### src/rtl/bus_access_sequencer.sv
// ---------------------------------------------------------------------------
// bus_access_sequencer
//
// Sequences one CPU load/store at a time onto a 32-bit req/ack memory bus.
// Loads return through an external data-bus organizer: the captured memory
// word goes out on o_org_db with a control code on o_org_ctrl. The organized
// word comes back on i_org_data, where the wanted byte or half is selected
// and extended.
//
// Ports:
//   i_clk, i_rst       clock (rising edge), asynchronous active-high reset
//   i_cpu_*            request side: req, we, size, signed, addr, wdata
//   o_cpu_ready/err    one-cycle completion pulse and error flag
//   o_cpu_rdata        load result, held until the next load completes
//   o_busy             high whenever the sequencer is not idle
//   o_mem_*/i_mem_*    memory bus: req, we, be, addr, wdata / ack, rdata
//   o_org_db/o_org_ctrl, i_org_data   organizer interface
// ---------------------------------------------------------------------------
module bus_access_sequencer #(
    parameter int unsigned TIMEOUT_CYCLES = 16
) (
    input  logic        i_clk,
    input  logic        i_rst,
    input  logic        i_cpu_req,
    input  logic        i_cpu_we,
    input  logic [1:0]  i_cpu_size,
    input  logic        i_cpu_signed,
    input  logic [31:0] i_cpu_addr,
    input  logic [31:0] i_cpu_wdata,
    output logic        o_cpu_ready,
    output logic        o_cpu_err,
    output logic [31:0] o_cpu_rdata,
    output logic        o_busy,
    output logic        o_mem_req,
    output logic        o_mem_we,
    output logic [3:0]  o_mem_be,
    output logic [31:0] o_mem_addr,
    output logic [31:0] o_mem_wdata,
    input  logic        i_mem_ack,
    input  logic [31:0] i_mem_rdata,
    output logic [31:0] o_org_db,
    output logic [1:0]  o_org_ctrl,
    input  logic [31:0] i_org_data
);

    localparam logic [1:0] SizeWord = 2'b00;
    localparam logic [1:0] SizeHalf = 2'b01;
    localparam logic [1:0] SizeByte = 2'b10;

    localparam logic [7:0] CntLast = 8'(TIMEOUT_CYCLES - 1);

    typedef enum logic [2:0] {
        StIdle,
        StAccess,
        StAlign,
        StResp,
        StErrResp
    } state_e;

    state_e      r_state;
    state_e      w_next_state;

    logic        r_we;
    logic [1:0]  r_size;
    logic        r_signed;
    logic [1:0]  r_addr_lo;
    logic [7:0]  r_cnt;
    logic [31:0] r_mem_addr;
    logic [3:0]  r_mem_be;
    logic [31:0] r_mem_wdata;
    logic [31:0] r_org_db;
    logic [1:0]  r_org_ctrl;
    logic [31:0] r_cpu_rdata;

    logic        w_accept;
    logic        w_fault;
    logic        w_timeout;
    logic [3:0]  w_be;
    logic [31:0] w_wdata;
    logic [1:0]  w_ctrl;
    logic [7:0]  w_byte;
    logic [31:0] w_load_result;

    assign w_accept  = (r_state == StIdle) && i_cpu_req;
    // Last allowed ACCESS cycle: the counter reaches TIMEOUT_CYCLES at its end.
    assign w_timeout = (r_cnt == CntLast);

    // Request decode: alignment check, lane enables, lane replication, organizer code.
    always_comb begin
        w_fault = 1'b0;
        w_be    = 4'b0000;
        w_wdata = 32'h0;
        w_ctrl  = 2'b00;
        unique case (i_cpu_size)
            SizeWord: begin
                w_fault = (i_cpu_addr[1:0] != 2'b00);
                w_be    = 4'b1111;
                w_wdata = i_cpu_wdata;
                w_ctrl  = 2'b00;
            end
            SizeHalf: begin
                w_fault = i_cpu_addr[0];
                w_be    = i_cpu_addr[1] ? 4'b1100 : 4'b0011;
                w_wdata = {2{i_cpu_wdata[15:0]}};
                w_ctrl  = i_cpu_addr[1] ? 2'b10 : 2'b01;
            end
            SizeByte: begin
                w_fault = 1'b0;
                w_be    = 4'b0001 << i_cpu_addr[1:0];
                w_wdata = {4{i_cpu_wdata[7:0]}};
                w_ctrl  = i_cpu_addr[1] ? 2'b10 : 2'b01;
            end
            default: begin
                w_fault = 1'b1;
            end
        endcase
    end

    // The organizer has already moved the target half into bits 15:0.
    always_comb begin
        w_byte        = r_addr_lo[0] ? i_org_data[15:8] : i_org_data[7:0];
        w_load_result = i_org_data;
        unique case (r_size)
            SizeHalf: w_load_result = {{16{r_signed & i_org_data[15]}}, i_org_data[15:0]};
            SizeByte: w_load_result = {{24{r_signed & w_byte[7]}}, w_byte};
            default:  w_load_result = i_org_data;
        endcase
    end

    // Next state and state-decoded outputs.
    always_comb begin
        w_next_state = r_state;
        o_busy       = 1'b1;
        o_mem_req    = 1'b0;
        o_mem_we     = 1'b0;
        o_cpu_ready  = 1'b0;
        o_cpu_err    = 1'b0;
        unique case (r_state)
            StIdle: begin
                o_busy = 1'b0;
                if (i_cpu_req) begin
                    w_next_state = w_fault ? StErrResp : StAccess;
                end
            end
            StAccess: begin
                o_mem_req = 1'b1;
                o_mem_we  = r_we;
                // Ack takes priority over an expiring timeout.
                if (i_mem_ack) begin
                    w_next_state = r_we ? StResp : StAlign;
                end else if (w_timeout) begin
                    w_next_state = StErrResp;
                end
            end
            StAlign: begin
                w_next_state = StResp;
            end
            StResp: begin
                o_cpu_ready  = 1'b1;
                w_next_state = StIdle;
            end
            StErrResp: begin
                o_cpu_ready  = 1'b1;
                o_cpu_err    = 1'b1;
                w_next_state = StIdle;
            end
            default: begin
                w_next_state = StIdle;
            end
        endcase
    end

    always_ff @(posedge i_clk or posedge i_rst) begin
        if (i_rst) begin
            r_state     <= StIdle;
            r_we        <= 1'b0;
            r_size      <= 2'b00;
            r_signed    <= 1'b0;
            r_addr_lo   <= 2'b00;
            r_cnt       <= 8'd0;
            r_mem_addr  <= 32'h0;
            r_mem_be    <= 4'b0000;
            r_mem_wdata <= 32'h0;
            r_org_db    <= 32'h0;
            r_org_ctrl  <= 2'b00;
            r_cpu_rdata <= 32'h0;
        end else begin
            r_state <= w_next_state;
            if (w_accept) begin
                r_we      <= i_cpu_we;
                r_size    <= i_cpu_size;
                r_signed  <= i_cpu_signed;
                r_addr_lo <= i_cpu_addr[1:0];
                r_cnt     <= 8'd0;
                // Bus-facing registers only move for accesses that reach the bus.
                if (!w_fault) begin
                    r_mem_addr  <= {i_cpu_addr[31:2], 2'b00};
                    r_mem_be    <= w_be;
                    r_mem_wdata <= w_wdata;
                    r_org_ctrl  <= w_ctrl;
                end
            end
            if (r_state == StAccess) begin
                r_cnt <= r_cnt + 8'd1;
                if (i_mem_ack && !r_we) begin
                    r_org_db <= i_mem_rdata;
                end
            end
            if (r_state == StAlign) begin
                r_cpu_rdata <= w_load_result;
            end
        end
    end

    assign o_mem_addr  = r_mem_addr;
    assign o_mem_be    = r_mem_be;
    assign o_mem_wdata = r_mem_wdata;
    assign o_org_db    = r_org_db;
    assign o_org_ctrl  = r_org_ctrl;
    assign o_cpu_rdata = r_cpu_rdata;

endmodule

### config.mk
export PLATFORM = sky130hd
export DESIGN_NAME = bus_access_sequencer
export DESIGN_NICKNAME = d
export VERILOG_FILES = /design/src/rtl/bus_access_sequencer.sv
export SDC_FILE = /design/constraint.sdc
export NUM_CORES = 1
export LEC_CHECK = 0
export BUFFER_PORTS_ARGS = -buffer_cell sky130_fd_sc_hd__buf_2
export CORE_MARGIN = 3
export CORE_UTILIZATION = 44
export CTS_BUF_LIST = sky130_fd_sc_hd__clkbuf_2
export DETAILED_ROUTE_END_ITERATION = 16
export PLACE_DENSITY = 0.84
export RECOVER_POWER = 25
export SETUP_SLACK_MARGIN = 0.15
export SLEW_MARGIN = 20
export SYNTH_ARGS = -nofsm -noshare
export SYNTH_HDL_FRONTEND = slang
export SYNTH_SLANG_ARGS = --single-unit
### constraint.sdc
create_clock -name i_clk -period 4 [get_ports i_clk]
set_input_delay 0.2 -clock i_clk [delete_from_list [all_inputs] [get_ports i_clk]]
set_output_delay 0.2 -clock i_clk [all_outputs]
set_load 0.005 [all_outputs]
[Yosys cells after proc, flatten, opt, wreduce, memory -nomap -nowiden]
Cells that the tools add are included.
Word-level totals
  bits in registers: 148
  word-level logic and storage cells: 61
  input bits: 136
  output and inout bits: 139
Cells by class
  equal/unequal tests: 11
  bitwise gates (word level): 3
  mux-type cells: 21
  reduce and logical (&&, ||, !) cells: 12
  shifts and indexed selects: 1
  $add $sub $neg: 1
Operator list (count)
  one-hot mux 32 bit (3 select lines): 1
  one-hot mux 32 bit (2 select lines): 1
  2-to-1 mux 8 bit: 3
  2-to-1 mux 3 bit: 4
  one-hot mux 4 bit (3 select lines): 1
  one-hot mux 3 bit (3 select lines): 1
  adder 8 x 1 -> 8 bit, second input constant: 1
  equality test 8 x 4 -> 1 bit, second input constant: 1
  equality test 3 x 2 -> 1 bit, second input constant: 2
  2-to-1 mux 1 bit: 6
  AND reduction 2 bit: 3
  equality test 2 x 1 -> 1 bit, second input constant: 2
  equality test 2 bit, second input constant: 2
  2-to-1 mux 2 bit: 2
  2-to-1 mux 4 bit: 1
  nonzero test 2 bit: 2
  OR reduction 2 bit: 2
  left shift 1 x 2 -> 4 bit, first input constant: 1
  equality test 3 x 1 -> 1 bit, second input constant: 1
  equality test 3 bit, second input constant: 1
  logical NOT 3 bit: 1
  inequality test 3 bit, second input constant: 1
  one-hot mux 1 bit (3 select lines): 1
  bitwise AND 1 bit: 2
  5 further kinds: 6

[Longest topological paths before layout]
  depth after elaboration: 5
  depth in mapped cells: 8
  mapped depth without buffers: 6

[Worst setup path before layout]
OpenSTA, ideal clock, no wires.
  kind: reg2reg
  start point: register r_state[1]
  end point: register r_mem_addr[16] (netlist: o_mem_addr[16])
  buffers on the path: 4
  arrival: 1.894 ns
  library setup time: 0.125 ns
  setup slack: 1.981 ns
  required time: 3.875 ns
  cell stages (with the launch flop): 8
  cell sequence: dfrtp_1 > buf_2 > or4b_1 > buf_2 > o21bai_4 > buf_6 > buf_6 > mux2_4
Between the ends
  word-level cells in the longest chain between the ends: 3
RTL lines
  from (decl): RTL line 60  | state_e r_state;
  from (signal assigned): RTL line 175  | r_state <= StIdle;
  from (signal assigned): RTL line 188  | r_state <= w_next_state;
  logical NOT 3 bit: RTL line 84  | assign w_accept = (r_state == StIdle) && i_cpu_req;
  logical AND 1 bit: RTL line 84
  AND reduction 2 bit (no line)
  to (signal assigned): RTL line 197  | r_mem_addr <= {i_cpu_addr[31:2], 2'b00};
  to (decl): RTL line 68  | logic [31:0] r_mem_addr;
No other way between the ends.
A chain may end at the register's enable or synchronous reset.

==> summary.txt <==
Run status
  – Status: finished, violations left
  – Failing checks: max-capacitance violations, max-slew violations

Timing
  – Final hold viol count: 0
  – Final setup margin: 1140 ps
  – Period utilization: 71.4%
  – Final count of negative-setup-slack endpoints: 0
  – Unrepaired setup endpoints after global routing: false
  – Max-slew violation count: 113
  – Max-slew headroom: -28.8%
  – Min cycle time layout: 2860 ps
  – Hold Slack: 233 ps
  – Fmax: 350 MHz
  – Tightest Pin Transition: 1930 ps
  – Setup_tns: 0 ps
  – Fin Clk Skew: 42.1 ps

Synthesis
  – Cell count after synthesis: 571
  – Post-synth cell types: 43
  – Yosys warning count: 0
  – EDFF count, synth: 0
  – Area contributors post-synth: dfrtp_1 (58%), mux2_2 (10%), nand2_1 (4.6%)
  – Post-synth top flop: dfrtp_1
  – Fraction of registers with async set/reset: 100%
  – Register area share after synthesis: 58.4%
  – Flops & latches, synth: 148
  – Mapped cell area: 6340 um^2
  – Area leader, netlist: dfrtp_1
  – Syn avg cell area: 11.1 um^2
  – Synth top area share: 58.4%

Critical path
  – Crit path max fanout: 35
  – Req. time, crit path: 4880 ps
  – Bufs and invs on worst path: 6
  – Worst r2r src: r_size[0]
  – CP cell instances: dlygate4sd3_1 -> dlygate4sd3_1 -> clkbuf_1 -> clkinvlp_2 -> clkbuf_1 -> buf_4
  – CP startpoint: i_rst
  – Slowest stage delay, CP: 1440 ps
  – Slowest-stage cell, CP: clkbuf_1
  – Worst Setup Start Kind: input port
  – Arrival @ worst endpoint: 3730 ps
  – Crit path capture type: asynchronous set/reset pin
  – Largest delay contributor family on the critical path: buffers and inverters
  – Crit path kind: in2async

Drt
  – DRC Markers: 0
  – DRT Pass-1 Iters: 8
  – Via count: 6170
  – Routed WL: 20800 um
  – Wire per inst: 17.8 um
  – Number of DRC markers in iteration 0: 327
  – Antenna Nets Post-Route: 0
  – Via density per instance: 5.28

Global routing
  – First-pass GRT wire length: 32600 um
  – Most Crowded Layer GR: met2
  – Grt met1 use: 28.7%
  – Total grt overflow: 0
  – Grt met2 use: 44.1%
  – Met3 usage: 7.42%
  – Initial antenna violation count: 2
  – Number of global-route vias before repair: 6512
  – Largest net degree at the start of global routing: 96
  – Overall global routing resource usage: 25.7%

Job
  – Max-Cap Viols: 2

Die
  – # rows: 43
  – Die footprint: 15900 um^2
  – Die Span Y: 126 um
  – Die Wd: 126 um
  – Initial core utilization: 45.3%
  – Num ports: 275
  – Core area: 14000 um^2

Clocking
  – Clock transition at the registers of the reported paths: 240 ps
  – Clock tree buffer depth: 2
  – Clk sinks: 148
  – Post-CTS Setup Bufs: 0
  – CTS tree: done
  – H-tree levels: 4
  – CTS Root Cell: clkbuf_2
  – Clk_lat worst skew: 710 ps
  – CTS Buf Count: 17

Hold path
  – Hold Startpoint: i_cpu_addr[14]
  – Hold crit path type: in2reg

Layout
  – Total Nets Final: 1118
  – Final Util: 67.8%
  – Area grow syn2layout: 49.7%
  – Layout cells sized above 1: 38.4%

Placed design
  – Setup WS pre-CTS: 1250 ps
  – Dpl hpwl: 12100 um
  – PortBufs: 272
  – Gpl congestion: 0.856

Power and ir drop
  – IR drop worst, VDD: 0.000345 V
  – P_leak: 4.67 nW
  – PD cells: 643 nW/um^2
-- stage by stage --
stage	power [mW]	cells	cell area [um^2]
after floorplan	4.02	572	6340
after global placement	5.00	989	7810
after detailed placement	5.10	989	7810
after CTS	6.05	1165	9490
after global routing	6.55	1169	9490
final	6.10	1169	9490
-- final cells by class --
class	instances	area, um^2
inverters	10	38.8
clock buffers	18	90.1
well taps	180	225
flip-flops and latches	148	3700
fillers	966	4500
multi-input cells	372	2410
clock inverters	13	136
diodes	2	5.00
repair buffers	426	2880
-- cell families (layout without fill, tap and decap cells) --
group,after synthesis,count (layout),share of synthesized area (%)
simple gates,141,141,9.44
fa+ha+maj,7,7,1.38
xor+xnor,1,1,0.138
flops,148,148,58.4
buf+inv,52,467,3.59
mux,67,67,12.2
other cells,1,4,0.0592
compound gates,154,154,14.7
-- power breakdown --
group / internal (mW) / total [mW] / switching, mW / leakage [nW]
Clock: 0.284 / 0.823 / 0.539 / 0.134
Sequential: 2.21 / 2.64 / 0.432 / 1.79
Combinational: 1.32 / 2.64 / 1.32 / 2.75
-- Yosys cell counts, types with 4 or more instances --
library cell	n
a22oi_1	16
a21oi_1	50
ha_1	7
nor3_1	4
dfrtp_1	148
a21o_1	4
nand2_1	77
clkbuf_1	26
a31oi_1	18
nand3_1	7
mux2_4	6
mux2_2	59
nor2_1	36
a22o_1	15
o21ai_0	43
inv_1	9
buf_1	4
buf_2	8
-- worst paths after layout --
| kind | depth (start not counted) | to | slack, ps |
|---|---|---|---|
| setup / recovery | 6 | o_mem_addr[4] | 1140 |
| hold / removal | 3 | o_mem_addr[14] | 230 |
| setup reg to reg | 7 | o_cpu_rdata[15] | 1300 |
| hold reg to reg | 1 | r_cnt[7] | 500 |
| max in group i_clk | 7 | o_cpu_rdata[15] | 1300 |
| min in group asynchronous | 4 | o_mem_addr[24] | 570 |
-- placed cells by master (no fill, tap or decap), types with 8 or more instances in the layout --
cell type,instances
buf_2,271
dfrtp_1,148
dlygate4sd3_1,146
nand2_1,77
mux2_2,59
a21oi_1,50
o21ai_0,43
nor2_1,36
clkbuf_2,19
a31oi_1,18
a22oi_1,16
a22o_1,15
inv_1,8
-- worst min-delay path: cells and delay by family --
kind     cells  cell delay [ps]
buf+inv      2              620
mux          1              130
-- sequential cells by signal, summed over array words and instances, names as in the netlist --
register,flops
o_mem_addr,30
r_cnt,8
o_org_ctrl,2
r_signed,1
o_org_db,32
r_we,1
r_size,2
r_addr_lo,1
o_cpu_rdata,32
o_mem_be,4
r_state,3
o_mem_wdata,32
-- what timing repair did --
item / CTS / global route
hold buffers: 145 / 1
gates resized for setup: 0 / 0
hold endpoints to repair: 184 / 10
-- layer usage --
layer / wire length, um / up-vias
met1: 7800 / 2887
met4: 1110 / 0
met3: 1760 / 87
met5: 0 / -
li1: - / 2807
met2: 10100 / 389
(Power assumes the default switching activity.)
